$ cat src/rtl/ahbl_regfile.sv
// ---------------------------------------------------------------------------
// ahbl_regfile
//   AHB-Lite slave register file: NUM_REGS read/write 32-bit control
//   registers followed by one read-only ID word at byte offset NUM_REGS*4.
//   Byte/halfword/word writes and a fixed number of data-phase wait
//   states per accepted transfer.
//
//   Optional build macro: AHBL_REGFILE_ERR_EN
//     defined   - out-of-range accesses and writes to the ID word receive
//                 the two-cycle AHB ERROR response (no register change).
//     undefined - HRESP is 0; such accesses complete OKAY, writes are
//                 dropped and reads return 0.
//
//   Ports
//     HCLK, HRESETn           clock, asynchronous active-low reset
//     HADDR, HTRANS, HREADY,  AHB-Lite address-phase inputs
//     HSIZE, HWRITE, HSEL
//     HWDATA                  write data (data phase)
//     HREADYOUT, HRESP        slave ready / error response
//     HRDATA                  read data (0 outside read data phases)
//     regs_out                register i at bits [32*i+31:32*i]
//     reg_wr_pulse            bit i high the cycle after register i is written
// ---------------------------------------------------------------------------
module ahbl_regfile #(
   parameter int          NUM_REGS    = 4,
   parameter logic [31:0] ID          = 32'hABCD_EF00,
   parameter logic [31:0] RESET_VAL   = 32'h0000_0000,
   parameter int          WAIT_STATES = 0
) (
   input  logic                     HCLK,
   input  logic                     HRESETn,
   input  logic [31:0]              HADDR,
   input  logic [1:0]               HTRANS,
   input  logic                     HREADY,
   input  logic [2:0]               HSIZE,
   input  logic                     HWRITE,
   input  logic                     HSEL,
   input  logic [31:0]              HWDATA,
   output logic                     HREADYOUT,
   output logic                     HRESP,
   output logic [31:0]              HRDATA,
   output logic [NUM_REGS*32-1:0]   regs_out,
   output logic [NUM_REGS-1:0]      reg_wr_pulse
);

   localparam int IDX_W = ($clog2(NUM_REGS + 1) > 1) ? $clog2(NUM_REGS + 1) : 1;
   localparam logic [IDX_W-1:0] NREG_IDX  = IDX_W'(NUM_REGS);
   localparam logic [3:0]       WAIT_INIT = 4'(WAIT_STATES);

   typedef enum logic [2:0] {
      S_IDLE,
      S_WAIT,
      S_DONE
`ifdef AHBL_REGFILE_ERR_EN
      , S_ERR1,
      S_ERR2
`endif
   } state_t;

   state_t            r_state, w_state_nxt, w_first_state, w_done_state;
   logic [3:0]        r_cnt, w_cnt_nxt;
   logic [31:0]       r_haddr;
   logic [2:0]        r_hsize;
   logic              r_hwrite;
   logic [31:0]       r_regs [NUM_REGS];
   logic [NUM_REGS-1:0] r_pulse;

   logic [IDX_W-1:0]  w_idx;
   logic              w_upper_zero, w_in_range, w_is_id;
   logic              w_start, w_commit;
   logic [3:0]        w_lanes;
   logic              w_unused;

   // Byte-lane enables for a write of the given size at the given offset.
   function automatic logic [3:0] f_lanes(input logic [2:0] sz, input logic [1:0] a);
      case (sz)
         3'd0:    return 4'b0001 << a;
         3'd1:    return a[1] ? 4'b1100 : 4'b0011;
         default: return 4'b1111;
      endcase
   endfunction

`ifdef AHBL_REGFILE_ERR_EN
   logic r_bad;

   // True for accesses that must be answered with ERROR: anything past the
   // ID word, or a write to the ID word itself.
   function automatic logic f_bad(input logic [31:0] a, input logic wr);
      logic             up_zero;
      logic [IDX_W-1:0] idx;
      up_zero = (a[31:IDX_W+2] == '0);
      idx     = a[IDX_W+1:2];
      return !(up_zero && ((idx < NREG_IDX) || ((idx == NREG_IDX) && !wr)));
   endfunction

   assign w_first_state = f_bad(HADDR, HWRITE) ? S_ERR1 : S_DONE;
   assign w_done_state  = r_bad ? S_ERR1 : S_DONE;
`else
   assign w_first_state = S_DONE;
   assign w_done_state  = S_DONE;
`endif

   assign w_unused = HTRANS[0];
   assign w_start  = HREADY & HSEL & HTRANS[1];

   // Address bits above the index must be zero so that high addresses do
   // not alias onto the register bank.
   assign w_idx        = r_haddr[IDX_W+1:2];
   assign w_upper_zero = (r_haddr[31:IDX_W+2] == '0);
   assign w_in_range   = w_upper_zero && (w_idx < NREG_IDX);
   assign w_is_id      = w_upper_zero && (w_idx == NREG_IDX);
   assign w_lanes      = f_lanes(r_hsize, r_haddr[1:0]);
   assign w_commit     = (r_state == S_DONE) && r_hwrite && w_in_range;

   // Address phase capture
   always_ff @(posedge HCLK or negedge HRESETn) begin
      if (!HRESETn) begin
         r_haddr  <= '0;
         r_hsize  <= '0;
         r_hwrite <= 1'b0;
`ifdef AHBL_REGFILE_ERR_EN
         r_bad    <= 1'b0;
`endif
      end else if (HREADY) begin
         r_haddr  <= HADDR;
         r_hsize  <= HSIZE;
         r_hwrite <= HWRITE;
`ifdef AHBL_REGFILE_ERR_EN
         r_bad    <= f_bad(HADDR, HWRITE);
`endif
      end
   end

   // Data phase FSM
   always_ff @(posedge HCLK or negedge HRESETn) begin
      if (!HRESETn) begin
         r_state <= S_IDLE;
         r_cnt   <= '0;
      end else begin
         r_state <= w_state_nxt;
         r_cnt   <= w_cnt_nxt;
      end
   end

   always_comb begin
      w_state_nxt = r_state;
      w_cnt_nxt   = r_cnt;
      HREADYOUT   = 1'b1;
      HRESP       = 1'b0;
      case (r_state)
         S_WAIT: begin
            HREADYOUT = 1'b0;
            w_cnt_nxt = r_cnt - 4'd1;
            if (r_cnt <= 4'd1) w_state_nxt = w_done_state;
         end
`ifdef AHBL_REGFILE_ERR_EN
         S_ERR1: begin
            HREADYOUT   = 1'b0;
            HRESP       = 1'b1;
            w_state_nxt = S_ERR2;
         end
`endif
         default: begin
            // IDLE, DONE and the final ERROR cycle all accept a new address.
`ifdef AHBL_REGFILE_ERR_EN
            if (r_state == S_ERR2) HRESP = 1'b1;
`endif
            w_state_nxt = S_IDLE;
            if (w_start) begin
               if (WAIT_STATES > 0) begin
                  w_state_nxt = S_WAIT;
                  w_cnt_nxt   = WAIT_INIT;
               end else begin
                  w_state_nxt = w_first_state;
               end
            end
         end
      endcase
   end

   // Register bank and write pulses
   always_ff @(posedge HCLK or negedge HRESETn) begin
      if (!HRESETn) begin
         for (int i = 0; i < NUM_REGS; i++) r_regs[i] <= RESET_VAL;
         r_pulse <= '0;
      end else begin
         for (int i = 0; i < NUM_REGS; i++) begin
            r_pulse[i] <= w_commit && (w_idx == IDX_W'(i));
            if (w_commit && (w_idx == IDX_W'(i))) begin
               for (int b = 0; b < 4; b++) begin
                  if (w_lanes[b]) r_regs[i][8*b +: 8] <= HWDATA[8*b +: 8];
               end
            end
         end
      end
   end

   // Read mux: live only during a completing read data phase.
   always_comb begin
      HRDATA = '0;
      if ((r_state == S_DONE) && !r_hwrite) begin
         if (w_is_id) HRDATA = ID;
         for (int i = 0; i < NUM_REGS; i++) begin
            if (w_in_range && (w_idx == IDX_W'(i))) HRDATA = r_regs[i];
         end
      end
   end

   always_comb begin
      for (int i = 0; i < NUM_REGS; i++) regs_out[32*i +: 32] = r_regs[i];
   end

   assign reg_wr_pulse = r_pulse;

endmodule

$ cat config.mk
export PLATFORM = sky130hd
export DESIGN_NAME = ahbl_regfile
export DESIGN_NICKNAME = d
export VERILOG_FILES = /design/src/rtl/ahbl_regfile.sv
export SDC_FILE = /design/constraint.sdc
export NUM_CORES = 1
export LEC_CHECK = 0
export CAP_MARGIN = 20
export CORE_AREA = 5 5 171 107
export DETAILED_ROUTE_END_ITERATION = 7
export DIE_AREA = 0 0 176 112
export PLACE_DENSITY_LB_ADDON = 0.2
export SYNTH_ARGS = -nofsm -noshare
export SYNTH_HDL_FRONTEND = slang
export SYNTH_SLANG_ARGS = --single-unit
$ cat constraint.sdc
create_clock -name HCLK -period 3.35 [get_ports HCLK]
set_clock_uncertainty 0.05 [all_clocks]
set_input_delay 0.67 -clock HCLK [delete_from_list [all_inputs] [get_ports HCLK]]
set_output_delay 0.67 -clock HCLK [all_outputs]
set_load 0.01 [all_outputs]
==> key figures, run 1 <==
Run status
  – Status: finished clean

Critical path
  – Worst-path cell chain: nor4_2 > nand3_1 > or2_4 > buf_12 > nor4_2 > buf_4 > clkdlybuf4s15_1
  – Reg2Reg Setup Slack: around 0.73 ns
  – Worst R2R End: regs_out[55]$_DFFE_PN0P_
  – Startpoint types: register
  – Most common cell on crit path: nor4_2
  – CP bufs+invs: 3
  – Max incr delay on CP: around 0.41 ns
  – Family with the most delay on the worst path: simple AND/OR/NAND/NOR gates
  – Crit Path Class: reg -> out
  – CP Capture Type: output port
  – Crit path DAT: around 2.6 ns
  – Worst reg2reg path depth: 4
  – Crit Reg-Reg Startpoint: r_haddr[4]$_DFFE_PN0P_
  – Critical path's slowest cell: dfrtp_1
  – Critical Path RT: ~2.6 ns
  – Crit path max fanout: 16

Clock network
  – CTS Buf Count: 17
  – Root buf cell: clkbuf_16
  – CTS max path bufs: 2
  – Clock Pin Slew Worst Setup and Hold Paths: roughly 0.07 ns
  – Sink Count: 169
  – CTS tree: yes
  – Hold_buf cts: 0
  – Clock Latency Late Sink: between 0.4 and 0.5 ns
  – CTS H-tree depth: 4

Yosys
  – Post-Syn Area: between 7000 and 8000 um^2
  – Synth top area cells: dfrtp_1 55%, mux2_2 26%, nor4_1 3.1%
  – Synth area leader: dfrtp_1
  – Syn nets: between 600 and 700
  – YS warnings: 0
  – Syn Inst Count: slightly below 600
  – Sequential share of the synthesized area: 0.5540
  – Synth cell types: 26
  – Avg Cell Area, Syn: around 13 um^2
  – Synth Register Bits: approximately 170
  – Synth top area share: 0.5540

Die
  – Die width: about 180 um
  – Die area: approximately 20,000 um^2
  – Row cnt: 37
  – Core region area: between 15,000 and 20,000 um^2
  – IO Pins: 240
  – Die Height: approximately 110 um
  – Starting density of the core: 0.4580

Placed design
  – DP Area: ~10,000 um^2
  – Port Buffers: around 240
  – Gpl congestion: 0.8644
  – HPWL after detailed placement: 16.76 mm
  – Placed cells: around 1,000
  – Post-placement setup slack: -0.04178 ns

Pwr
  – Sw frac: 0.2363
  – Total power: about 4.7 mW
  – Leak: approximately 5.0 nW
  – Clock power share: 0.458
  – PwrDens: 420.1 nW/um^2
  – Peak supply drop: about 250 uV
  – P_int: ~3.6 mW
  – Comb power frac: 0.088
  – Switching power of the nets: ~1.1 mW
  – Reg power frac: 0.454

Layout
  – Final instance area: 11,120 um^2
  – Net count, final: a little over 900
  – Final core utilization: 0.6674
  – Share of cells above drive strength 1: 0.3278
  – Area delta synth->final: 45.71%
  – Antenna cells: 0
  – Final Non-Filler Cells: around 1,100
  – Fillers: between 1,000 and 1,500

Global route
  – Antenna violations before repair: 1
  – Vias in the first global route: between 6,000 and 7,000
  – Gr usage total: 0.2409
  – First-pass GRT wire length: approximately 37 mm
  – Grt ovf: 0
  – Largest net degree at the start of global routing: 73

Timing
  – Max-Slew Margin vs Limit: 0.5165
  – Worst Max-Slew Pin Slew: about 0.72 ns
  – Setup Viol. Count Final: 0
  – Min Tclk post-route: roughly 3.3 ns
  – Fin Setup TNS: 0 ns
  – Fmax achieved: around 310 MHz
  – Setup WS post-layout: 0.08331 ns
  – Final hold violation count: 0
  – Final period util: 0.9751
  – Final count of pins violating max slew: 0
  – Tightest hold margin: 0.1988 ns

Drt
  – Vias: 5,968
  – DRC errors left: 0
  – Drt wl/cell: roughly 22 um
  – Vias per cell: around 5.6
  – First drt pass iteration count: 5
  – Total wire length: around 24 mm
  – Post-route ant nets: 0
  – Initial drt markers: ~420

Job
  – Max-cap viol count: 0

Hold path
  – Hold crit path type: in -> async
cell families (layout without fill, tap and decap cells):
family                 count (synthesis)  count (layout)  synth area share
other                                  2               2         0.0009838
AO/OA/AOI/OAI                         55              55           0.04262
buffers and inverters                 33             296           0.01918
multiplexers                         178             178            0.2626
AND/OR/NAND/NOR                      148             148            0.1206
flip-flops                           169             169            0.5540
layer usage:
layer  up-vias  GRT usage  wire [um]
met1      3005     0.3243      10150
li1       2667          -          -
met2       272     0.3784      11060
met4         2    0.05971        243
met3        22    0.08246       2107
met5         -          0         11
power groups by stage:
stage	combinational [mW]	clock (mW)	sequential [mW]
floorplan	0.193	0	2.14
global placement	0.385	0	2.15
detailed placement	0.400	0	2.15
CTS	0.407	2.17	2.12
global route	0.450	2.26	2.12
finish	0.413	2.14	2.12
Yosys cell counts:
cell type  number
o22ai_1        32
nand2_1        20
mux2_2        178
buf_4           4
and3_1          1
nor4_4         10
nor4_2          6
o21ai_0        19
inv_1           1
o21a_1          4
or2_2           1
nor4_1         38
nor2_1         57
nor2b_1         3
dfrtp_1       169
nand3_1         5
nand2b_1        1
and3b_1         1
and2_1          1
nor3_1          2
buf_6           1
clkbuf_1       25
buf_1           2
conb_1          2
nand4_2         1
nand4_1         1
flip-flops by register name (all words and copies together) (netlist names):
| signal | flops |
|---|---|
| regs_out | 128 |
| r_haddr | 32 |
| reg_wr_pulse | 4 |
| r_hsize | 3 |
| r_hwrite | 1 |
| r_state | 1 |
repair_timing:
item | CTS | global route
buffers inserted | 0 | 0
resized for setup | 41 | 13
gates cloned | 0 | 0
endpoints found under the setup margin | 32 | 14
pin swaps | 0 | 1
placed cells by master (no fill, tap or decap), types with 11 or more instances in the layout:
cell type	n
nor4_1	20
o22ai_1	32
clkbuf_16	17
nor4_2	23
o21ai_0	19
dlygate4sd2_1	30
clkdlybuf4s50_1	203
buf_4	23
nor4_4	11
nand2_1	20
mux2_2	178
dfrtp_1	167
nor2_1	57
worst max-delay path by stage:
stage,startpoint,endpoint,depth (start not counted)
after floorplan,r_haddr[11]$_DFFE_PN0P_,HRDATA[13],6
after global placement,r_haddr[10]$_DFFE_PN0P_,HRDATA[23],7
after detailed placement,r_haddr[10]$_DFFE_PN0P_,HRDATA[23],7
after CTS,r_haddr[10]$_DFFE_PN0P_,HRDATA[24],7
after global routing,r_haddr[10]$_DFFE_PN0P_,HRDATA[17],8
final,r_haddr[24]$_DFFE_PN0P_,HRDATA[17],7
final cells by class:
cell class              instances  area, um^2  share of cell area
clock buffers                  20       456.7             0.04106
clock inverters                12       187.7             0.01687
flip-flops and latches        169        4232              0.3804
well taps                     214       267.8             0.02407
multi-input cells             383        3395              0.3052
repair buffers                263        2581              0.2321
inverters                       1       3.754           0.0003375
(Power assumes the default switching activity.)
==> run 2: changes to the inputs <==
--- a/config.mk
+++ b/config.mk
@@ -10,6 +10,7 @@
 export DETAILED_ROUTE_END_ITERATION = 7
 export DIE_AREA = 0 0 176 112
 export PLACE_DENSITY_LB_ADDON = 0.2
+export SLEW_MARGIN = 20
 export SYNTH_ARGS = -nofsm -noshare
 export SYNTH_HDL_FRONTEND = slang
 export SYNTH_SLANG_ARGS = --single-unit
==> results of run 2 <==
The final DEF is identical to that of run 1; final timing and power are the same.
